**config.mk**
```make
export PLATFORM = sky130hd
export DESIGN_NAME = nn_bus_arbiter_flat
export DESIGN_NICKNAME = d
export VERILOG_FILES = /design/src/rtl/nn_bus_arbiter_if.sv /design/src/rtl/nn_bus_arbiter.sv /design/src/flat_wrapper.sv
export SDC_FILE = /design/constraint.sdc
export NUM_CORES = 1
export LEC_CHECK = 0
export BUFFER_PORTS_ARGS = -buffer_cell sky130_fd_sc_hd__buf_4
export CAP_MARGIN = 20
export CORE_MARGIN = 1.5
export CORE_UTILIZATION = 40
export DETAILED_ROUTE_END_ITERATION = 10
export PLACE_DENSITY = 0.83
export SYNTH_ARGS = -nofsm -noshare
export SYNTH_HDL_FRONTEND = slang
export SYNTH_SLANG_ARGS = --single-unit
```
**constraint.sdc**
```tcl
create_clock -name HCLK -period 3.7 [get_ports HCLK]
set_clock_uncertainty 0.2 [all_clocks]
set_input_delay 0.185 -clock HCLK [delete_from_list [all_inputs] [get_ports HCLK]]
set_output_delay 0.185 -clock HCLK [all_outputs]
set_load 0.05 [all_outputs]
```
**src/rtl/nn_bus_arbiter_if.sv**
```systemverilog
// nn_bus_arbiter_if: requester-side handshake and AHB-lite bus signals of the
// NN calculator arbiter, bundled so the arbiter and its environment share one
// definition. The slave modport is the arbiter's view; master is the view of
// the requesters plus the bus slave that surround it.
interface nn_bus_arbiter_if #(
    parameter int unsigned NUM_MASTERS = 3,
    parameter int unsigned ADDR_W      = 32,
    parameter int unsigned DATA_W      = 32
);
    localparam int unsigned IDX_W = $clog2(NUM_MASTERS);

    // requester side
    logic [NUM_MASTERS-1:0]        m_req;
    logic [NUM_MASTERS*ADDR_W-1:0] m_addr;
    logic [NUM_MASTERS-1:0]        m_write;
    logic [NUM_MASTERS*DATA_W-1:0] m_wdata;
    logic [NUM_MASTERS-1:0]        m_gnt;
    logic [NUM_MASTERS-1:0]        m_done;
    logic [DATA_W-1:0]             m_rdata;
    logic                          m_err;
    logic [IDX_W-1:0]              hmaster;

    // shared bus side
    logic [ADDR_W-1:0]             HADDR;
    logic                          HWRITE;
    logic [1:0]                    HTRANS;
    logic [DATA_W-1:0]             HWDATA;
    logic                          HREADY;
    logic [DATA_W-1:0]             HRDATA;
    logic                          HRESP;

    modport slave (
        input  m_req, m_addr, m_write, m_wdata, HREADY, HRDATA, HRESP,
        output m_gnt, m_done, m_rdata, m_err, hmaster,
               HADDR, HWRITE, HTRANS, HWDATA
    );

    modport master (
        output m_req, m_addr, m_write, m_wdata, HREADY, HRDATA, HRESP,
        input  m_gnt, m_done, m_rdata, m_err, hmaster,
               HADDR, HWRITE, HTRANS, HWDATA
    );
endinterface

```
**src/rtl/nn_bus_arbiter.sv**
```systemverilog
// nn_bus_arbiter: round-robin arbiter serialising single transfers from
// NUM_MASTERS requesters onto the NN calculator's AHB-lite slave bus.
// Each transfer is a registered grant, one address phase and one data phase
// that may be stretched by HREADY. Completion is signalled by a one-cycle
// m_done pulse carrying m_rdata/m_err back to the winner.
// Optional build macro NN_ARB_TIMEOUT_EN: aborts a data phase with m_err = 1
// after TIMEOUT wait-state cycles; without it the data phase waits forever.
module nn_bus_arbiter #(
    parameter int unsigned NUM_MASTERS = 3,
    parameter int unsigned ADDR_W      = 32,
    parameter int unsigned DATA_W      = 32,
    parameter int unsigned TIMEOUT     = 15
) (
    input  logic               HCLK,
    input  logic               HRESETn,
    nn_bus_arbiter_if.slave    bus
);
    localparam int unsigned IDX_W = $clog2(NUM_MASTERS);
    localparam logic [NUM_MASTERS-1:0] ONE_HOT0 = {{(NUM_MASTERS-1){1'b0}}, 1'b1};
    localparam logic [IDX_W-1:0]       LAST_RST = IDX_W'(NUM_MASTERS - 1);

    typedef enum logic [1:0] {
        S_IDLE = 2'd0,
        S_ADDR = 2'd1,
        S_DATA = 2'd2
    } state_t;

    state_t                 r_state;
    state_t                 w_state_nxt;
    logic [IDX_W-1:0]       r_last_grant;
    logic [IDX_W-1:0]       r_owner;
    logic [ADDR_W-1:0]      r_addr;
    logic                   r_write;
    logic [DATA_W-1:0]      r_wdata;
    logic [NUM_MASTERS-1:0] r_gnt;
    logic [NUM_MASTERS-1:0] r_done;
    logic [DATA_W-1:0]      r_rdata;
    logic                   r_err;

    logic                   w_found;
    logic [IDX_W-1:0]       w_winner;
    logic                   w_capture;
    logic                   w_complete;
    logic                   w_abort;
    logic                   w_timeout;

`ifdef NN_ARB_TIMEOUT_EN
    localparam int unsigned CNT_W = $clog2(TIMEOUT + 1);
    logic [CNT_W-1:0] r_wait_cnt;

    // wait-state counter: zero outside DATA, counts DATA cycles with HREADY low
    always_ff @(posedge HCLK or negedge HRESETn) begin
        if (!HRESETn) begin
            r_wait_cnt <= '0;
        end else if (r_state != S_DATA) begin
            r_wait_cnt <= '0;
        end else if (!bus.HREADY) begin
            r_wait_cnt <= r_wait_cnt + CNT_W'(1);
        end
    end

    // the TIMEOUT-th consecutive wait cycle ends the transfer on its edge
    assign w_timeout = (r_wait_cnt == CNT_W'(TIMEOUT - 1));
`else
    assign w_timeout = 1'b0;
`endif

    // round-robin search: first requester after the last winner, wrapping
    always_comb begin
        int unsigned      v_idx;
        logic [IDX_W-1:0] v_sel;
        w_found  = 1'b0;
        w_winner = '0;
        v_idx    = 0;
        v_sel    = '0;
        for (int unsigned off = 1; off <= NUM_MASTERS; off++) begin
            v_idx = 32'(r_last_grant) + off;
            if (v_idx >= NUM_MASTERS) begin
                v_idx = v_idx - NUM_MASTERS;
            end
            v_sel = v_idx[IDX_W-1:0];
            if (!w_found && bus.m_req[v_sel]) begin
                w_found  = 1'b1;
                w_winner = v_sel;
            end
        end
    end

    // next-state and transfer-event decode
    always_comb begin
        w_state_nxt = r_state;
        w_capture   = 1'b0;
        w_complete  = 1'b0;
        w_abort     = 1'b0;
        case (r_state)
            S_IDLE: begin
                if (w_found) begin
                    w_capture   = 1'b1;
                    w_state_nxt = S_ADDR;
                end
            end
            S_ADDR: begin
                w_state_nxt = S_DATA;
            end
            S_DATA: begin
                if (bus.HREADY) begin
                    w_complete  = 1'b1;
                    w_state_nxt = S_IDLE;
                end else if (w_timeout) begin
                    w_complete  = 1'b1;
                    w_abort     = 1'b1;
                    w_state_nxt = S_IDLE;
                end
            end
            default: begin
                w_state_nxt = S_IDLE;
            end
        endcase
    end

    // state register
    always_ff @(posedge HCLK or negedge HRESETn) begin
        if (!HRESETn) begin
            r_state <= S_IDLE;
        end else begin
            r_state <= w_state_nxt;
        end
    end

    // captured transfer, one-cycle grant/done pulses and returned status
    always_ff @(posedge HCLK or negedge HRESETn) begin
        if (!HRESETn) begin
            r_last_grant <= LAST_RST;
            r_owner      <= '0;
            r_addr       <= '0;
            r_write      <= 1'b0;
            r_wdata      <= '0;
            r_gnt        <= '0;
            r_done       <= '0;
            r_rdata      <= '0;
            r_err        <= 1'b0;
        end else begin
            r_gnt  <= '0;
            r_done <= '0;
            if (w_capture) begin
                r_addr  <= bus.m_addr[w_winner*ADDR_W +: ADDR_W];
                r_write <= bus.m_write[w_winner];
                r_wdata <= bus.m_wdata[w_winner*DATA_W +: DATA_W];
                r_owner <= w_winner;
                r_gnt   <= ONE_HOT0 << w_winner;
            end
            if (w_complete) begin
                r_done       <= ONE_HOT0 << r_owner;
                r_rdata      <= (w_abort || r_write) ? '0 : bus.HRDATA;
                r_err        <= w_abort | bus.HRESP;
                r_last_grant <= r_owner;
            end
        end
    end

    assign bus.m_gnt   = r_gnt;
    assign bus.m_done  = r_done;
    assign bus.m_rdata = r_rdata;
    assign bus.m_err   = r_err;
    assign bus.hmaster = r_owner;
    assign bus.HADDR   = r_addr;
    assign bus.HWRITE  = r_write;
    assign bus.HWDATA  = r_wdata;
    assign bus.HTRANS  = (r_state == S_ADDR) ? 2'b10 : 2'b00;
endmodule

```
**src/flat_wrapper.sv**
```systemverilog
// flat-port wrapper written by rule: the top's interface ports become plain ports
module nn_bus_arbiter_flat 
#(
    parameter int unsigned NUM_MASTERS = 3,
    parameter int unsigned ADDR_W      = 32,
    parameter int unsigned DATA_W      = 32,
    parameter int unsigned TIMEOUT     = 15
)
  (HCLK, HRESETn, bus_m_req, bus_m_addr, bus_m_write, bus_m_wdata, bus_HREADY, bus_HRDATA, bus_HRESP, bus_m_gnt, bus_m_done, bus_m_rdata, bus_m_err, bus_hmaster, bus_HADDR, bus_HWRITE, bus_HTRANS, bus_HWDATA);
  nn_bus_arbiter_if #(.NUM_MASTERS(NUM_MASTERS), .ADDR_W(ADDR_W), .DATA_W(DATA_W)) bus_i ();
  input  logic HCLK;
  input  logic HRESETn;
  input wire logic [$bits(bus_i.m_req)-1:0] bus_m_req;
  input wire logic [$bits(bus_i.m_addr)-1:0] bus_m_addr;
  input wire logic [$bits(bus_i.m_write)-1:0] bus_m_write;
  input wire logic [$bits(bus_i.m_wdata)-1:0] bus_m_wdata;
  input wire logic [$bits(bus_i.HREADY)-1:0] bus_HREADY;
  input wire logic [$bits(bus_i.HRDATA)-1:0] bus_HRDATA;
  input wire logic [$bits(bus_i.HRESP)-1:0] bus_HRESP;
  output wire logic [$bits(bus_i.m_gnt)-1:0] bus_m_gnt;
  output wire logic [$bits(bus_i.m_done)-1:0] bus_m_done;
  output wire logic [$bits(bus_i.m_rdata)-1:0] bus_m_rdata;
  output wire logic [$bits(bus_i.m_err)-1:0] bus_m_err;
  output wire logic [$bits(bus_i.hmaster)-1:0] bus_hmaster;
  output wire logic [$bits(bus_i.HADDR)-1:0] bus_HADDR;
  output wire logic [$bits(bus_i.HWRITE)-1:0] bus_HWRITE;
  output wire logic [$bits(bus_i.HTRANS)-1:0] bus_HTRANS;
  output wire logic [$bits(bus_i.HWDATA)-1:0] bus_HWDATA;
  assign bus_i.m_req = bus_m_req;
  assign bus_i.m_addr = bus_m_addr;
  assign bus_i.m_write = bus_m_write;
  assign bus_i.m_wdata = bus_m_wdata;
  assign bus_i.HREADY = bus_HREADY;
  assign bus_i.HRDATA = bus_HRDATA;
  assign bus_i.HRESP = bus_HRESP;
  assign bus_m_gnt = bus_i.m_gnt;
  assign bus_m_done = bus_i.m_done;
  assign bus_m_rdata = bus_i.m_rdata;
  assign bus_m_err = bus_i.m_err;
  assign bus_hmaster = bus_i.hmaster;
  assign bus_HADDR = bus_i.HADDR;
  assign bus_HWRITE = bus_i.HWRITE;
  assign bus_HTRANS = bus_i.HTRANS;
  assign bus_HWDATA = bus_i.HWDATA;
  nn_bus_arbiter #(.NUM_MASTERS(NUM_MASTERS), .ADDR_W(ADDR_W), .DATA_W(DATA_W), .TIMEOUT(TIMEOUT)) u_core (.HCLK(HCLK), .HRESETn(HRESETn), .bus(bus_i));
endmodule
```
### Yosys cells after proc, flatten, opt, wreduce, memory -nomap -nowiden

Index checks and enable logic that the tools add are counted.

* register bits: 110
* bits in latches: 0
* bits in writable memories: 0
* memory bits (read-only): 0
* output and inout port bits: 108
* logic and storage cells: 65
* memories kept: 0

* add/subtract/negate cells: 6
* multipliers: 0
* div/mod/pow operators: 0
* $lt $le $gt $ge: 7
* eq/ne operators: 4
* shift operators: 4
* mux-type cells: 28
* bitwise operators: 0
* reduce and logical (&&, ||, !) cells: 6

Operators with widths (number)
* variable part select 96 x 8 -> 32 bit: 2
* two-way mux 32 bit: 1
* two-way mux 2 bit: 9
* less-than comparator 2 x 3 -> 1 bit (second input constant): 4
* two-way mux 1 bit: 11
* greater-or-equal comparator 3 x 2 -> 1 bit (second input constant): 3
* binary-select mux 1 bit (select 2 bit): 4
* adder 2 x 2 -> 3 bit (second input constant): 2
* two-way mux 3 bit: 2
* one-hot mux 2 bit (3 select lines): 1
* << shifter 1 x 2 -> 3 bit (first input constant): 2
* subtractor 2 bit (second input constant): 3
* adder 2 x 1 -> 3 bit (second input constant): 1
* == test 2 x 1 -> 1 bit (second input constant): 1
* == test 2 bit (second input constant): 1
* logical AND 1 bit: 2
* logical NOT 1 bit: 2
* logical NOT 2 bit: 1
* inequality test 2 x 1 -> 1 bit (second input constant): 1
* inequality test 2 bit (second input constant): 1
* AND reduction 2 bit: 1

### Logic depth before layout (Yosys ltp)

* word-level depth: 15
* mapped depth: 12

### Worst setup path after synthesis

No wires, ideal clock.

* path type: reg-to-reg
* start: register u_core.r_last_grant[1]
* end: register u_core.r_owner[0], in the netlist u_core.bus.hmaster[0]
* data arrival time: 2298 ps
* data required time: 3375 ps
* slack: 1077 ps
* stages on the path, launching flop included: 11
* cell sequence: dfstp_2 inv_1 ha_1 buf_6 mux2_4 a222oi_1 a21o_1 buf_4 inv_2 buf_6 mux2_4

* longest elaborated chain between the ends: 14
* elaborated cells on any way between the ends: 30
* those cells by class: add/sub (6); order compare (3); mux (17); reduce/logical (4)

RTL lines
* from (decl): line nn_bus_arbiter.sv:30 `logic [IDX_W-1:0] r_last_grant;`
* from (signal assigned): line nn_bus_arbiter.sv:156 `r_last_grant <= r_owner;`
* adder 2 x 1 -> 3 bit: line nn_bus_arbiter.sv:77 `v_idx = 32'(r_last_grant) + off;`
* greater-or-equal comparator 3 x 2 -> 1 bit or subtractor 2 bit (tied branches): line nn_bus_arbiter.sv:78, nn_bus_arbiter.sv:79
* two-way mux 2 bit: line nn_bus_arbiter.sv:78 `if (v_idx >= NUM_MASTERS) begin`
* binary-select mux 1 bit (select 2 bit): line nn_bus_arbiter.sv:82 `if (!w_found && bus.m_req[v_sel]) begin`
* two-way mux 1 bit (implied by the code): line nn_bus_arbiter.sv:82
* two-way mux 1 bit: line nn_bus_arbiter.sv:82
* logical NOT 1 bit: line nn_bus_arbiter.sv:82
* logical AND 1 bit: line nn_bus_arbiter.sv:82
* two-way mux 1 bit: line nn_bus_arbiter.sv:82
* logical NOT 1 bit: line nn_bus_arbiter.sv:82
* logical AND 1 bit: line nn_bus_arbiter.sv:82
* two-way mux 1 bit: line nn_bus_arbiter.sv:82
* two-way mux 1 bit: line nn_bus_arbiter.sv:97 `if (w_found) begin`
* two-way mux 1 bit: line nn_bus_arbiter.sv:95 `case (r_state)`
* to (signal assigned): line nn_bus_arbiter.sv:149 `r_owner <= w_winner;`
* to (decl): line nn_bus_arbiter.sv:31 `logic [IDX_W-1:0] r_owner;`

Parallel ways exist; a longest one is shown, timed or not. The select of a mux whose other input is x is not followed.
A chain may end at the register's enable or synchronous reset.

### Final worst setup path

* start: register u_core.r_last_grant[1]
* end: register u_core.r_addr[14], in the netlist u_core.bus.HADDR[14]

* longest elaborated chain between the ends: 14
* elaborated cells on any way between the ends: 31
* those cells by class: add/sub (6); order compare (3); shift (1); mux (17); reduce/logical (4)

RTL lines
* parallel branches: the longest is 14 deep, another holds adder 2 x 1 -> 3 bit
* to (signal assigned): line nn_bus_arbiter.sv:146 `r_addr <= bus.m_addr[w_winner*ADDR_W +: ADDR_W];`
* to (decl): line nn_bus_arbiter.sv:32 `logic [ADDR_W-1:0] r_addr;`

Several ways; the timed one is not identified. The select of a mux whose other input is x is not followed.

==> results by group <==
Timing
  • Hold Fails Final Rpt: 0
  • Least-Margin Pin Slew: ~0.95 ns
  • Max-slew violations: 0
  • Fin crit share: roughly 89%
  • Fmax: approximately 300 MHz
  • Worst slew margin: 36.5%
  • Setup violators final: 0
  • Min Tclk post-route: between 3 and 4 ns
  • RSZ-0062 raised after global routing: no
  • Setup TNS: 0 ns

Yosys
  • Most common cell in the netlist: o21ai_0
  • Warnings, synthesis: 0
  • XOR/XNOR Fraction of Synth Area: 0%
  • Seq/Total Area, Yosys: approximately two fifths
  • Synth Area in Compound Gates: a little over a quarter
  • Post-synth EDFFs: 0
  • Main combinational cell family by area after synthesis: compound AO/OA/AOI/OAI gates
  • Post-Synth Adder-Cell Area: less than 1%
  • Mux cell area share after synthesis: under 10%
  • Yosys reg bits: between 100 and 150
  • Top cells by area, synth: dfrtp_1 39%, o21ai_0 9.7%, and4_1 8.2%
  • Post-synth ARST share: 100%
  • Cell Area, Synth: 6970 sq um
  • Post-Syn Instances: just over 800
  • Top cell type's share of synthesized area: around two fifths
  • Post-synthesis cell type count: 41
  • Post-Synth Simple-Gate Area: between 20% and 30%
  • Synth area leader: dfrtp_1
  • Synth cell count leaders: 135 x o21ai_0, 109 x dfrtp_1, 99 x nand2_1, 66 x o211ai_1
  • Syn avg cell area: 8.51 sq um
  • Top FF cell, synth: dfrtp_1
  • Net count after synthesis: ~1100

Critical path
  • R2R Setup Slk: 0.39 ns
  • CP Launch Type: flop
  • Reg-to-reg critical path endpoint: u_core.bus.HADDR[14]$_DFFE_PN0P_
  • Critical Path Max Stage Delay: between 0.5 and 0.6 ns
  • Critical path endpoint category: flop
  • Reg2reg path depth: 9
  • Family with the most delay on the worst path: compound AO/OA/AOI/OAI gates
  • Most frequent CP cell: o21ai_0
  • Worst path slowest cell: dfstp_2
  • CP arrival: ~3.3 ns
  • Crit path cell chain: inv_1 > ha_1 > mux2_4 > a222oi_1 > a21o_2 > inv_2 > buf_4 > o21ai_0 > o21ai_0
  • Reg2reg start: u_core.r_last_grant[1]$_DFFE_PN1P_
  • Crit path launch: u_core.r_last_grant[1]$_DFFE_PN1P_
  • CP bufs+invs: 3
  • WP data required: 3.72 ns
  • CP max FO: 30
  • Stages on worst setup path: 9
  • WS Path Type: flop to flop
  • Worst setup path endpoint: u_core.bus.HADDR[14]$_DFFE_PN0P_

Floorplanning
  • Num rows: 48
  • Initial Util: about two fifths
  • Die span in x: roughly 140 microns
  • Core Area: about 17000 sq um
  • Die area: 18200 sq um
  • Die Height: ~140 microns
  • I/O pin count: 342

Drt
  • TritonRoute pass-1 iters: 5
  • Detail Route Antenna Nets: 0
  • Drt first-iter violations: approximately 730
  • Drt total wl: 27.6 mm
  • Drt wl/cell: about 20 microns
  • DR vias/cell: about 6.0
  • Vias: 8574
  • # DRC: 0

Placed design
  • IO buf count: between 300 and 400
  • GPL Wtd Cong: ~0.83
  • Post-DP HPWL: roughly 17 mm

Clocking
  • Clock sink total: 110
  • Buffer depth of the longest clock path: 2
  • Num CTS Buffers: 9
  • CTS tree: yes
  • Clock Latency Late Sink: about 0.35 ns
  • Clk slew on worst S/H paths: about 0.080 ns
  • H-tree levels: 3
  • Post-CTS resize count: 0
  • Root buf cell: clkbuf_16

Finish
  • Fraction of layout cells with a size suffix above 1: ~33%
  • Final #Nets: ~1400
  • Antenna cells: 0
  • Area growth syn-to-layout: 57.3%
  • Filler cell count: between 1000 and 1500

Power and ir drop
  • Pwr/cell area: 961 nW/um^2
  • Peak VDD IR: just under 0.7 mV
  • Leakage: 4.90 nW
  • Power Total: about 0.011 W

Worst hold path
  • Min-delay worst type: input port to flop

Global route
  • Largest net degree at the start of global routing: 63
  • First-pass GRT wire length: roughly 43 mm
  • GRT Util Overall: between 20% and 30%
  • Number of global-route vias before repair: 8520
  • Initial antenna violation count: 0
  • GRT Residual Overflow: 0

Flow run
  • Max Cap Viol: 0

Status
  • Status: complete, no violations
[tightest hold or removal path, stage by stage]
cell and delay, ns:
buf_4 0.11, nand2b_1 0.08, o21ai_0 0.12
[flip-flops by register name, indices dropped and copies added (netlist names)]
signal	cells
u_core.bus.hmaster	2
u_core.bus.m_gnt	3
u_core.bus.HADDR	32
u_core.bus.m_done	3
u_core.bus.m_err	1
u_core.bus.m_rdata	32
u_core.r_state	2
u_core.r_last_grant	2
u_core.bus.HWDATA	32
u_core.bus.HWRITE	1
[cells in the final DEF, fill, tap and decap left out, types with 3 or more instances in the layout]
master / n
buf_4: 353
o21ai_0: 135
dfrtp_1: 109
nand2_1: 99
dlygate4sd3_1: 97
o211ai_1: 66
nand4_1: 65
a22oi_1: 65
and4_1: 65
nand2b_1: 33
o21ai_1: 29
clkbuf_16: 9
buf_12: 9
mux2_2: 5
inv_1: 4
ha_1: 4
nor3b_1: 3
nor2b_1: 3
[power by group]
group | switching [W] | internal (W) | total, W
Combinational | 0.00482 | 0.00246 | 0.00728
Sequential | 0.000380 | 0.00179 | 0.00217
Clock | 0.000470 | 0.000618 | 0.00109
Total | 0.00567 | 0.00487 | 0.0105
[what timing repair did]
item | 4_1_cts | 5_1_grt
hold buffers | 97 | 0
endpoints found under the hold margin | 144 | 0
buffers inserted | 0 | 0
[through the flow]
| stage | instance area, sq um | util (%) | std cells | setup slack [ns] | hold WS [ns] |
|---|---|---|---|---|---|
| after detailed placement | 9640 | 56.1 | 1305 | 0.473 | 0.0561 |
| after CTS | 10900 | 63.7 | 1418 | 0.460 | 0.00420 |
| after global placement | 9640 | 56.1 | 1305 | 0.562 | 0.0624 |
| final | 11000 | 63.8 | 1419 | 0.392 | 0.00702 |
| after global routing | 11000 | 63.8 | 1419 | 0.145 | 0.0119 |
| after floorplan | 6970 | - | 819 | 1.08 | -0.311 |
[how the worst min path moves through the flow]
stage / from / endpoint / slack (ns) / cells past startpoint
2_1_floorplan: HRESETn / u_core.bus.HADDR[0]$_DFFE_PN0P_ / -0.31 / 0
3_3_place_gp: HRESETn / u_core.bus.HADDR[2]$_DFFE_PN0P_ / 0.06 / 1
3_5_place_dp: HRESETn / u_core.bus.HADDR[2]$_DFFE_PN0P_ / 0.06 / 1
4_1_cts: bus_HRDATA[18] / u_core.bus.m_rdata[18]$_DFFE_PN0P_ / 0.004 / 3
5_1_grt: bus_HRDATA[18] / u_core.bus.m_rdata[18]$_DFFE_PN0P_ / 0.01 / 3
6_report: bus_HRDATA[18] / u_core.bus.m_rdata[18]$_DFFE_PN0P_ / 0.007 / 3
[routing by layer]
metal  vias up  global-route usage (%)  part of all wire, %
met5         -                       0                    0
met4         0                    14.5                  3.5
met3        89                    6.61                  9.5
met2       565                    49.7                   48
met1      4058                    35.2                   39
li1       3862                       -                    -
[cell type report]
| type | instances | area, sq um | share of cell area, % |
|---|---|---|---|
| Timing Repair Buffer | 459 | 3800 | 34.7 |
| Multi-Input combinational cell | 604 | 3780 | 34.5 |
| Sequential cell | 110 | 2750 | 25.1 |
| Tap cell | 225 | 282 | 2.57 |
| Clock buffer | 10 | 239 | 2.18 |
| Clock inverter | 6 | 91.3 | 0.833 |
| Inverter | 5 | 18.8 | 0.171 |
[kinds of logic (layout without fill, tap and decap cells)]
logic type                 Yosys count  in the layout
and+or+nand+nor                    281            281
DFF                                110            110
adders and majority gates            4              4
AOI/OAI and AO/OA                  309            309
other                                1              1
buffers and inverters              105            480
muxes                                9              9
Power figures use the tool's default switching activity.
